<file path="src/rtl/xbox_pkg.sv">
// Shared definitions for the XBOX memory-port arbiter.
//   XBOX_WORDS / WORD_W / BE_W : geometry of one memory line
//   arb_state_t                : arbiter FSM state (2-bit encoding)
//   mem_line_t                 : one memory line, XBOX_WORDS x WORD_W bits
package xbox_pkg;

  localparam int XBOX_WORDS = 8;
  localparam int WORD_W     = 32;
  localparam int BE_W       = 32;

  typedef enum logic [1:0] {
    ARB    = 2'd0,
    LOCKED = 2'd1
  } arb_state_t;

  typedef logic [XBOX_WORDS-1:0][WORD_W-1:0] mem_line_t;

endpackage

</file>
<file path="src/rtl/xbox_mem_arb_if.sv">
// Bundle of every bus signal around the arbiter: the NUM_REQ engine request
// ports, the single shared xlr_mem port and the arbiter status outputs.
//   modport slave  : the arbiter itself
//   modport master : the environment (engines plus the memory)
interface xbox_mem_arb_if #(
  parameter int NUM_REQ            = 2,
  parameter int LOG2_LINES_PER_MEM = 4
);
  import xbox_pkg::*;

  localparam int IDX_W = $clog2(NUM_REQ);

  // engine side
  logic [NUM_REQ-1:0]                         req_valid;
  logic [NUM_REQ-1:0]                         req_rd;
  logic [NUM_REQ-1:0]                         req_wr;
  logic [NUM_REQ-1:0]                         req_lock;
  logic [NUM_REQ-1:0][LOG2_LINES_PER_MEM-1:0] req_addr;
  mem_line_t [NUM_REQ-1:0]                    req_wdata;
  logic [NUM_REQ-1:0][BE_W-1:0]               req_be;
  logic [NUM_REQ-1:0]                         req_ready;
  logic [NUM_REQ-1:0]                         rsp_valid;
  mem_line_t                                  rsp_rdata;

  // memory side
  logic [LOG2_LINES_PER_MEM-1:0]              xlr_mem_addr;
  mem_line_t                                  xlr_mem_wdata;
  logic [BE_W-1:0]                            xlr_mem_be;
  logic                                       xlr_mem_rd;
  logic                                       xlr_mem_wr;
  mem_line_t                                  xlr_mem_rdata;

  // status
  logic [IDX_W-1:0]                           owner;
  logic                                       locked;
  logic                                       lock_timeout;
  logic [NUM_REQ-1:0]                         illegal_req;

  modport slave (
    input  req_valid, req_rd, req_wr, req_lock, req_addr, req_wdata, req_be,
    input  xlr_mem_rdata,
    output req_ready, rsp_valid, rsp_rdata,
    output xlr_mem_addr, xlr_mem_wdata, xlr_mem_be, xlr_mem_rd, xlr_mem_wr,
    output owner, locked, lock_timeout, illegal_req
  );

  modport master (
    output req_valid, req_rd, req_wr, req_lock, req_addr, req_wdata, req_be,
    output xlr_mem_rdata,
    input  req_ready, rsp_valid, rsp_rdata,
    input  xlr_mem_addr, xlr_mem_wdata, xlr_mem_be, xlr_mem_rd, xlr_mem_wr,
    input  owner, locked, lock_timeout, illegal_req
  );

endinterface

</file>
<file path="src/rtl/xbox_mem_arb_rr_pick.sv">
// Rotating-priority picker (rr_pick): purely combinational.
//   i_eligible  : requesters that may be granted this cycle
//   i_rr_ptr    : index holding highest priority; search goes upward and wraps
//   o_grant_oh  : one-hot grant
//   o_grant_idx : binary index of the grant
//   o_any       : some requester was picked
module xbox_mem_arb_rr_pick #(
  parameter  int N     = 2,
  localparam int IDX_W = $clog2(N)
) (
  input  logic [N-1:0]     i_eligible,
  input  logic [IDX_W-1:0] i_rr_ptr,
  output logic [N-1:0]     o_grant_oh,
  output logic [IDX_W-1:0] o_grant_idx,
  output logic             o_any
);

  logic [IDX_W:0]   w_sum;
  logic [IDX_W-1:0] w_idx;

  always_comb begin
    // NOTE: every output of a combinational block gets a default first so no
    // path leaves it unassigned, which would infer a latch.
    o_grant_oh  = '0;
    o_grant_idx = '0;
    o_any       = 1'b0;
    w_sum       = '0;
    w_idx       = '0;
    for (int k = 0; k < N; k++) begin
      // candidate = (rr_ptr + k) mod N, kept one bit wider to catch the wrap
      w_sum = {1'b0, i_rr_ptr} + (IDX_W+1)'(k);
      if (w_sum >= (IDX_W+1)'(N)) w_sum = w_sum - (IDX_W+1)'(N);
      w_idx = w_sum[IDX_W-1:0];
      if (!o_any && i_eligible[w_idx]) begin
        o_any             = 1'b1;
        o_grant_idx       = w_idx;
        o_grant_oh[w_idx] = 1'b1;
      end
    end
  end

endmodule

</file>
<file path="src/rtl/xbox_mem_arb.sv">
// Round-robin arbiter sharing one xlr_mem port among NUM_REQ engines, with
// lock ownership for atomic read-modify-write sequences and a lock timeout.
//   clk, rst : clock and synchronous active-high reset
//   bus      : engine request ports, shared memory port and status outputs
//              (see xbox_mem_arb_if)
// Accesses issue combinationally in the grant cycle; read responses return on
// rsp_valid one cycle later with rsp_rdata passed straight from memory.
module xbox_mem_arb
  import xbox_pkg::*;
#(
  parameter int NUM_REQ            = 2,
  parameter int LOG2_LINES_PER_MEM = 4,
  parameter int LOCK_MAX           = 16
) (
  input  logic           clk,
  input  logic           rst,
  xbox_mem_arb_if.slave  bus
);

  localparam int IDX_W = $clog2(NUM_REQ);
  localparam int CNT_W = $clog2(LOCK_MAX);
  localparam logic [CNT_W-1:0] CNT_LAST = CNT_W'(LOCK_MAX - 1);

  arb_state_t         r_state, w_state_nxt;
  logic [IDX_W-1:0]   r_rr_ptr, r_owner, w_grant_idx;
  logic [CNT_W-1:0]   r_lock_cnt;
  logic [NUM_REQ-1:0] r_rsp_valid;
  logic [NUM_REQ-1:0] w_legal, w_eligible, w_grant_oh, w_ready, w_owner_mask;
  logic               w_any, w_grant, w_owner_lock, w_timeout;

  function automatic logic [IDX_W-1:0] wrap_inc(input logic [IDX_W-1:0] i_idx);
    return (i_idx == IDX_W'(NUM_REQ - 1)) ? '0 : i_idx + 1'b1;
  endfunction

  assign w_legal         = bus.req_valid & (bus.req_rd ^ bus.req_wr);
  assign bus.illegal_req = bus.req_valid & ~(bus.req_rd ^ bus.req_wr);
  assign w_owner_mask    = NUM_REQ'(1) << r_owner;
  assign w_owner_lock    = bus.req_lock[r_owner];

  xbox_mem_arb_rr_pick #(.N(NUM_REQ)) u_rr_pick (
    .i_eligible  (w_eligible),
    .i_rr_ptr    (r_rr_ptr),
    .o_grant_oh  (w_grant_oh),
    .o_grant_idx (w_grant_idx),
    .o_any       (w_any)
  );

  // Nothing issues while reset is asserted.
  assign w_grant = w_any & ~rst;
  assign w_ready = w_grant ? w_grant_oh : '0;

  // State register
  always_ff @(posedge clk) begin
    // NOTE: sequential state uses non-blocking assignments so every register
    // samples pre-edge values regardless of statement order.
    if (rst) r_state <= ARB;
    else     r_state <= w_state_nxt;
  end

  // Next-state logic. Release is checked every locked cycle, with or without
  // an access, so an idle owner dropping req_lock frees the port at once.
  always_comb begin
    w_state_nxt = r_state;
    case (r_state)
      ARB:     if (w_grant && bus.req_lock[w_grant_idx]) w_state_nxt = LOCKED;
      LOCKED:  if (!w_owner_lock || r_lock_cnt == CNT_LAST) w_state_nxt = ARB;
      default: w_state_nxt = ARB;
    endcase
  end

  // Output logic. A timeout is only a forced release: an owner dropping
  // req_lock on the last allowed cycle is an ordinary release.
  always_comb begin
    w_eligible = w_legal;
    w_timeout  = 1'b0;
    case (r_state)
      ARB:     w_eligible = w_legal;
      LOCKED: begin
        w_eligible = w_legal & w_owner_mask;
        w_timeout  = w_owner_lock && (r_lock_cnt == CNT_LAST);
      end
      default: w_eligible = '0;
    endcase
  end

  // Pointer, owner, lock counter and read-response pipeline
  always_ff @(posedge clk) begin
    if (rst) begin
      r_rr_ptr    <= '0;
      r_owner     <= '0;
      r_lock_cnt  <= '0;
      r_rsp_valid <= '0;
    end else begin
      if (w_grant)        r_rr_ptr <= wrap_inc(w_grant_idx);
      else if (w_timeout) r_rr_ptr <= wrap_inc(r_owner);
      if (w_grant) r_owner <= w_grant_idx;
      // counts cycles spent in LOCKED; zero on entry
      r_lock_cnt  <= (r_state == LOCKED && w_state_nxt == LOCKED) ?
                     r_lock_cnt + 1'b1 : '0;
      r_rsp_valid <= w_ready & bus.req_rd;
    end
  end

  // Memory drive: granted requester's fields, otherwise all zero
  always_comb begin
    bus.xlr_mem_addr  = '0;
    bus.xlr_mem_wdata = '0;
    bus.xlr_mem_be    = '0;
    bus.xlr_mem_rd    = 1'b0;
    bus.xlr_mem_wr    = 1'b0;
    if (w_grant) begin
      bus.xlr_mem_addr  = bus.req_addr[w_grant_idx];
      bus.xlr_mem_wdata = bus.req_wdata[w_grant_idx];
      bus.xlr_mem_be    = bus.req_be[w_grant_idx];
      bus.xlr_mem_rd    = bus.req_rd[w_grant_idx];
      bus.xlr_mem_wr    = bus.req_wr[w_grant_idx];
    end
  end

  assign bus.req_ready    = w_ready;
  assign bus.rsp_valid    = r_rsp_valid;
  assign bus.rsp_rdata    = bus.xlr_mem_rdata;
  assign bus.owner        = r_owner;
  assign bus.locked       = (r_state == LOCKED);
  assign bus.lock_timeout = w_timeout & ~rst;

endmodule

</file>
<file path="src/flat_wrapper.sv">
// flat-port wrapper written by rule: the top's interface ports become plain ports
module xbox_mem_arb_flat import xbox_pkg::*;
#(
  parameter int NUM_REQ            = 2,
  parameter int LOG2_LINES_PER_MEM = 4,
  parameter int LOCK_MAX           = 16
)
  (clk, rst, bus_req_valid, bus_req_rd, bus_req_wr, bus_req_lock, bus_req_addr, bus_req_wdata, bus_req_be, bus_xlr_mem_rdata, bus_req_ready, bus_rsp_valid, bus_rsp_rdata, bus_xlr_mem_addr, bus_xlr_mem_wdata, bus_xlr_mem_be, bus_xlr_mem_rd, bus_xlr_mem_wr, bus_owner, bus_locked, bus_lock_timeout, bus_illegal_req);
  xbox_mem_arb_if #(.NUM_REQ(NUM_REQ), .LOG2_LINES_PER_MEM(LOG2_LINES_PER_MEM)) bus_i ();
  input  logic clk;
  input  logic rst;
  input wire logic [$bits(bus_i.req_valid)-1:0] bus_req_valid;
  input wire logic [$bits(bus_i.req_rd)-1:0] bus_req_rd;
  input wire logic [$bits(bus_i.req_wr)-1:0] bus_req_wr;
  input wire logic [$bits(bus_i.req_lock)-1:0] bus_req_lock;
  input wire logic [$bits(bus_i.req_addr)-1:0] bus_req_addr;
  input wire logic [$bits(bus_i.req_wdata)-1:0] bus_req_wdata;
  input wire logic [$bits(bus_i.req_be)-1:0] bus_req_be;
  input wire logic [$bits(bus_i.xlr_mem_rdata)-1:0] bus_xlr_mem_rdata;
  output wire logic [$bits(bus_i.req_ready)-1:0] bus_req_ready;
  output wire logic [$bits(bus_i.rsp_valid)-1:0] bus_rsp_valid;
  output wire logic [$bits(bus_i.rsp_rdata)-1:0] bus_rsp_rdata;
  output wire logic [$bits(bus_i.xlr_mem_addr)-1:0] bus_xlr_mem_addr;
  output wire logic [$bits(bus_i.xlr_mem_wdata)-1:0] bus_xlr_mem_wdata;
  output wire logic [$bits(bus_i.xlr_mem_be)-1:0] bus_xlr_mem_be;
  output wire logic [$bits(bus_i.xlr_mem_rd)-1:0] bus_xlr_mem_rd;
  output wire logic [$bits(bus_i.xlr_mem_wr)-1:0] bus_xlr_mem_wr;
  output wire logic [$bits(bus_i.owner)-1:0] bus_owner;
  output wire logic [$bits(bus_i.locked)-1:0] bus_locked;
  output wire logic [$bits(bus_i.lock_timeout)-1:0] bus_lock_timeout;
  output wire logic [$bits(bus_i.illegal_req)-1:0] bus_illegal_req;
  assign bus_i.req_valid = bus_req_valid;
  assign bus_i.req_rd = bus_req_rd;
  assign bus_i.req_wr = bus_req_wr;
  assign bus_i.req_lock = bus_req_lock;
  assign bus_i.req_addr = bus_req_addr;
  assign bus_i.req_wdata = bus_req_wdata;
  assign bus_i.req_be = bus_req_be;
  assign bus_i.xlr_mem_rdata = bus_xlr_mem_rdata;
  assign bus_req_ready = bus_i.req_ready;
  assign bus_rsp_valid = bus_i.rsp_valid;
  assign bus_rsp_rdata = bus_i.rsp_rdata;
  assign bus_xlr_mem_addr = bus_i.xlr_mem_addr;
  assign bus_xlr_mem_wdata = bus_i.xlr_mem_wdata;
  assign bus_xlr_mem_be = bus_i.xlr_mem_be;
  assign bus_xlr_mem_rd = bus_i.xlr_mem_rd;
  assign bus_xlr_mem_wr = bus_i.xlr_mem_wr;
  assign bus_owner = bus_i.owner;
  assign bus_locked = bus_i.locked;
  assign bus_lock_timeout = bus_i.lock_timeout;
  assign bus_illegal_req = bus_i.illegal_req;
  xbox_mem_arb #(.NUM_REQ(NUM_REQ), .LOG2_LINES_PER_MEM(LOG2_LINES_PER_MEM), .LOCK_MAX(LOCK_MAX)) u_core (.clk(clk), .rst(rst), .bus(bus_i));
endmodule
</file>
<file path="config.mk">
export PLATFORM = sky130hd
export DESIGN_NAME = xbox_mem_arb_flat
export DESIGN_NICKNAME = d
export VERILOG_FILES = /design/src/rtl/xbox_pkg.sv /design/src/rtl/xbox_mem_arb_if.sv /design/src/rtl/xbox_mem_arb_rr_pick.sv /design/src/rtl/xbox_mem_arb.sv /design/src/flat_wrapper.sv
export SDC_FILE = /design/constraint.sdc
export NUM_CORES = 1
export LEC_CHECK = 0
export ABC_AREA = 1
export BUFFER_PORTS_ARGS = -buffer_cell sky130_fd_sc_hd__buf_2
export CAP_MARGIN = 5
export CORE_AREA = 3 3 556 558
export CTS_CLUSTER_SIZE = 10
export DETAILED_ROUTE_END_ITERATION = 8
export DIE_AREA = 0 0 559 561
export GPL_TIMING_DRIVEN = 0
export PLACE_DENSITY_LB_ADDON = 0.2
export SYNTH_ARGS = -nofsm -noshare
export SYNTH_HDL_FRONTEND = slang
export SYNTH_SLANG_ARGS = --single-unit
</file>
<file path="constraint.sdc">
create_clock -name clk -period 2.6 [get_ports clk]
set_input_delay 0.39 -clock clk [delete_from_list [all_inputs] [get_ports clk]]
set_output_delay 0.39 -clock clk [all_outputs]
set_load 0.05 [all_outputs]
</file>
==> metrics.txt, run 1 <==
Rows=203; max cap viols=0; leakage power=10.1 nW; Synth-to-Final Area Change=239%; GRT Resource Usage Total=9.79%; final WL=163 mm; most instantiated library cell after synthesis=nand2_1; layout cells sized above 1=66.7%; Final Hold Viols=0; Flop pwr share=4.0%; Routed Antenna Nets=0; vias per cell=2.02; Die H=561 µm; Hold WC Path Type=primary input to register; Int Pwr=1.58 mW; total die area=314000 µm²; sequential area share after synthesis=3.22%; Synthesis Warnings=0; Synth area leaders=nand2_1 (54%), buf_4 (33%), dfxtp_1 (3.2%), buf_2 (2.4%), buf_6 (2.4%); Filler Cells Inserted=36300; IO Port Bufs=1152; num ports=1409; DPL Wire Length=155 mm; hold_ws=440 ps; Final nets=3313; #FFs+latches synth=10; ys async rst share=0%; part of the cycle the worst path needs=97.7%; worst hold stages=3; library cells used by synthesis=23; power density over cell area=190 nW/µm²; CP Data Arrival Time=2150 ps; dpl cells=6533; Synth top area share=53.9%; CP max FO=10; drt drc=0; Sw Ratio=60.5%; post-synth top area cell=nand2_1; type of origin of the critical path=register; Max Clock Skew=0.781 ps; first-pass GRT wire length=190 mm; Syn Nets=2132; drt initial violations=628; TritonCTS Sinks=10; Final setup viols=0; critical path capture point type=output port; GRT Residual Overflow=0; Core ar.=305000 µm²; R2R depth=8; Initial DRT Pass Iterations=5; Die Span X=559 µm; outcome=finished clean; Root Buffer=clkbuf_16; RSZ-0062 raised after global routing=true; via count=13300; CTS H-Tree Depth=1; Overall Power=4.00 mW; starting density of the core=2.04%; sw power=2.42 mW; Post-Layout Cell Count=6579; RePlAce Congestion=0.940; required time of the critical path=2210 ps; Synth Cell Area=6210 µm²; predominant post-synthesis flop cell=dfxtp_1; CTS Buf Count=3; clock network latency to the later pin of the worst-skew pair=230 ps; Reg2Reg Setup Slack=1300 ps; synthesized netlist cell count=1281; Logic pwr share=88.4%; final max-slew violation count=0; EDFF count, synth=0; CTS tree=done; fmax=394 MHz; clk buf depth=2; Post-Syn Area per Cell=4.85 µm²; Clk network pwr share=7.6%; CP Class=register to output port; largest net degree at the start of global routing=11; fin crit period=2540 ps; vias in the first global route=13600; Routed WL per cell=24.8 µm; synth cell count leaders=nand2_1 (892), buf_4 (276), buf_2 (30); peak supply drop=0.205 mV; initial antenna violation count=133; clock slew at reported path FFs=40 ps
logic make-up (layout without fill, tap and decap cells):
| logic type | count (synthesis) | count (layout) | synth area share [%] |
|---|---|---|---|
| and+or+nand+nor | 924 | 924 | 56.5 |
| adders and majority gates | 1 | 1 | 0.201 |
| other | 1 | 19 | 0.0603 |
| DFF | 10 | 10 | 3.22 |
| xor gates and xnor gates | 2 | 2 | 0.282 |
| AOI/OAI and AO/OA | 5 | 5 | 0.483 |
| buffers and inverters | 338 | 1518 | 39.3 |
cell usage in the layout, fill, tap and decap left out, drive strengths merged:
master	netlist	routed
diode	0	18
ha	1	1
xor2	1	1
clkinv	1	1
conb	1	1
o22ai	2	2
nand2	894	894
xnor2	1	1
nand3	10	10
nor2	18	18
a211oi	1	1
dfxtp	10	10
buf	319	1475
inv	17	17
nand3b	2	2
clkbuf	1	25
o21ai	2	2
sequential cells by signal (all words and copies together) (netlist names):
signal / count
u_core.r_lock_cnt: 4
u_core.bus.rsp_valid: 2
u_core.r_state: 2
u_core.bus.owner: 1
u_core.r_rr_ptr: 1
layout make-up:
type / instances / area (µm²) / share of cell area [%]
inverters: 18 / 87.6 / 0.415
multi-input cells: 933 / 4190 / 19.9
flip-flops and latches: 10 / 205 / 0.973
repair buffers: 1176 / 8490 / 40.2
clock buffers: 4 / 88.8 / 0.421
diodes: 18 / 45.0 / 0.214
well taps: 4100 / 5130 / 24.3
plain buffers: 320 / 2860 / 13.5
power groups by stage:
stage	clock (mW)	combinational, mW	sequential, mW
floorplan	0	1.81	0.167
global placement	0	3.21	0.164
detailed placement	0	3.20	0.164
CTS	0.314	3.49	0.161
global route	0.323	3.73	0.161
finish	0.304	3.54	0.161
worst paths after layout:
check	to	startpoint
worst max-delay path	bus_xlr_mem_wdata[56]	u_core.r_state[1]$_SDFF_PP0_
worst min-delay path	u_core.bus.rsp_valid[1]$_SDFF_PP0_	bus_req_rd[1]
worst max register to register	u_core.r_rr_ptr$_SDFFE_PP0P_	u_core.r_state[1]$_SDFF_PP0_
worst min register to register	u_core.r_lock_cnt[0]$_SDFF_PP0_	u_core.r_lock_cnt[0]$_SDFF_PP0_
metal layers:
metal  part of all wire (%)  up-vias  global-route usage (%)
met5                   0.44        -                       0
met4                    2.5      106                    1.59
met3                     14      314                    5.88
met2                     49     1105                    17.7
met1                     34     5852                    9.68
li1                       -     5930                       -
repair_timing:
item                                    CTS  global route
cloned                                    4             4
resized for setup                       705           327
hold buffers                              0             0
endpoints found under the setup margin  295           291
pin swaps                                 8             2
setup buffers                            12             4
critical path, cell delays in order (launching register included):
cell and delay [ps]:
dfxtp_1 310, clkinv_1 60, nand2_1 70, nor2_2 150, nand3_2 90, inv_2 90, nand2_4 90, inv_8 90
buf_12 140, clkbuf_16 190, buf_8 170, nand2_2 150, nand2_1 110, buf_6 160
stage by stage:
| stage | setup TNS [ps] | worst slack, ps | utilization, % | cell area, µm² |
|---|---|---|---|---|
| 4_1_cts | -481 | -67.1 | 6.47 | 19700 |
| 6_report | 0 | 60.3 | 6.92 | 21100 |
| 2_1_floorplan | 0 | 255 | - | 6210 |
| 5_1_grt | -2760 | -71.9 | 6.91 | 21100 |
| 3_3_place_gp | -180480 | -1480 | 5.61 | 17100 |
| 3_5_place_dp | -177960 | -1450 | 5.61 | 17100 |
Note: power is estimated with default switching activity, not from simulation.
==> run 2: changes to the inputs <==
--- a/config.mk
+++ b/config.mk
@@ -13,7 +13,7 @@
 export DETAILED_ROUTE_END_ITERATION = 8
 export DIE_AREA = 0 0 559 561
 export GPL_TIMING_DRIVEN = 0
-export PLACE_DENSITY_LB_ADDON = 0.2
+export PLACE_DENSITY = 0.3
 export SYNTH_ARGS = -nofsm -noshare
 export SYNTH_HDL_FRONTEND = slang
 export SYNTH_SLANG_ARGS = --single-unit
==> run 2 against run 1 <==
First-iteration DRC count is 4.5% higher; hold slack lost 4.6 ps; final area is 7.3% lower; count of clock-buffer cells in the layout did not move; via count down 0.15%; final cell count about the same; critical endpoint is now bus_xlr_mem_wdata[43]; non-clock buffer count down 14; worst setup slack gained 39 ps; largest power group unchanged; clock skew is 1.3 ps higher; core utilization decreased by 0.50 points; sequential power is essentially flat.
==> metrics.txt, run 2 (synthesis results as in run 1) <==
clk buf depth=2 (unchanged); dpl cells=6533 (unchanged); Final Hold Viols=0 (unchanged); max reg flops=4 (unchanged); CP Data Arrival Time=2110 ps (-40 ps); Place WS=-1160 ps (+288 ps); Routed Antenna Nets=0 (unchanged); Max Clock Skew=2.10 ps (+1.32 ps); R2R depth=9 (+1); DPL Wire Length=162 mm (+4.3%); fin area=19600 µm² (-7.3%); largest net degree at the start of global routing=11 (unchanged); Die H=561 µm (unchanged); part of the cycle the worst path needs=96.2% (-1.5 points); layout cells sized above 1=65.3% (-1.4 points); family with the most delay on the worst path=simple AND/OR/NAND/NOR gates; Final setup viols=0 (unchanged); CP max FO=10 (unchanged); placed inst area=17100 µm² (unchanged); starting density of the core=2.04% (unchanged); critical path capture point type=output port; most frequent cells in the layout=buf_2 (896), nand2_1 (794), buf_4 (390); RePlAce Congestion=0.926 (-1.5%); Overall Power=3.85 mW (-3.8%); Initial DRT Pass Iterations=5 (unchanged); outcome=finished clean; Int Pwr=1.45 mW (-8.3%); Clk network pwr share=7.9% (+0.3 points); Worst-Margin Slew=514 ps; total die area=314000 µm² (unchanged); final setup TNS=0 ps (unchanged); sw power=2.40 mW (-0.79%); Core ar.=305000 µm² (unchanged); type of origin of the critical path=register; Final nets=3299 (-0.42%); Routed WL per cell=25.6 µm (+3.2%); required time of the critical path=2210 ps (about the same); final WL=168 mm (+3.1%); Final WS setup=99.3 ps (+39.0 ps); slowest CP cell=dfxtp_1; Synth-to-Final Area Change=215%; RSZ-0062 raised after global routing=true; drt initial violations=656 (+4.5%); CTS Buf Count=3 (unchanged); TritonCTS Sinks=10 (unchanged); WP buf/inv=5 (-2); IO Port Bufs=1152 (unchanged); Logic pwr share=88.0% (-0.4 points); Rows=203 (unchanged); drt drc=0 (unchanged); CTS H-Tree Depth=1 (unchanged); instance count on the critical path=11 (-2); most frequent CP cell=nand2_1; Flop pwr share=4.2% (+0.2 points); Die Span X=559 µm (unchanged); leakage power=9.83 nW (-3.0%); critical path, cell by cell=clkinv_2 -> nand2_2 -> nor2_4 -> nand3b_1 -> nand2_4 -> clkinv_8 -> buf_12 -> buf_6 -> nand2_1 -> nand2_1 -> buf_4; Slew HR=66.0%; CP Class=register to output port; Crit path largest cell delay=310 ps (about the same); vias per cell=2.02 (about the same); CTS tree=done; GRT Residual Overflow=0 (unchanged); fmax=400 MHz (+1.6%); via count=13300 (-0.15%); fin crit period=2500 ps (-39.0 ps); Sw Ratio=62.3% (+1.9 points); Post-Layout Cell Count=6574 (-0.076%); max cap viols=0 (unchanged); num ports=1409 (unchanged); initial antenna violation count=156 (+17%); clock network latency to the later pin of the worst-skew pair=230 ps (about the same); power density over cell area=197 nW/µm² (+3.8%); GRT Resource Usage Total=10.1% (+0.36 points); peak supply drop=0.204 mV (-0.78%); vias in the first global route=13000 (-4.1%); clock slew at reported path FFs=40 ps (about the same); Hold WC Path Type=primary input to register; Largest Register=u_core.r_lock_cnt; Root Buffer=clkbuf_16; first-pass GRT wire length=194 mm (+2.3%); most common cell after layout, fill and taps aside=buf_2; final max-slew violation count=0 (unchanged); worst hold stages=3 (unchanged)
## run 2: tightest hold or removal path: stages
cell and delay [ps]:
buf_2 90, inv_1 60, nor2_1 90
## run 2: per-layer routing
metal,share of wire (%),vias up,GRT usage (%)
met5,0.44,-,0
met2,48,1195,17.7
met4,2.7,112,1.94
met1,34,5767,10.0
met3,15,308,6.68
li1,-,5905,-
## run 2: cell type report
type / instances / area [µm²]
Sequential cell: 10 / 205
Timing Repair Buffer: 1162 / 7270
Clock buffer: 4 / 88.8
Antenna cell: 27 / 67.6
Fill cell: 36400 / 285000
Inverter: 18 / 93.8
Buffer: 320 / 2710
Tap cell: 4100 / 5130
Multi-Input combinational cell: 933 / 4000
## run 2: final timing paths
check,from,end,slack (ps)
worst max-delay path,u_core.r_state[1]$_SDFF_PP0_,bus_xlr_mem_wdata[43],100
worst min-delay path,bus_req_rd[1],u_core.bus.rsp_valid[1]$_SDFF_PP0_,440
worst max register to register,u_core.r_state[1]$_SDFF_PP0_,u_core.r_rr_ptr$_SDFFE_PP0P_,1250
worst min register to register,u_core.r_lock_cnt[0]$_SDFF_PP0_,u_core.r_lock_cnt[0]$_SDFF_PP0_,460
## run 2: what timing repair did
item	4_1_cts	5_1_grt
gates resized for setup	589	96
pin swaps	5	3
buffers inserted	9	0
cloned	2	0
setup endpoints to repair	292	290
hold buffers	0	0
## run 2: metrics by stage
stage / hold slack, ps / utilization, %
global route: 453 / 6.41
floorplan: 418 / -
global placement: 436 / 5.61
finish: 436 / 6.41
CTS: 417 / 6.30
detailed placement: 442 / 5.61
## run 2: power groups by stage
stage	clock network (mW)	registers [mW]	logic, mW
2_1_floorplan	0	0.167	1.81
3_3_place_gp	0	0.163	3.22
3_5_place_dp	0	0.163	3.21
4_1_cts	0.307	0.160	3.45
5_1_grt	0.315	0.160	3.57
6_report	0.302	0.160	3.39
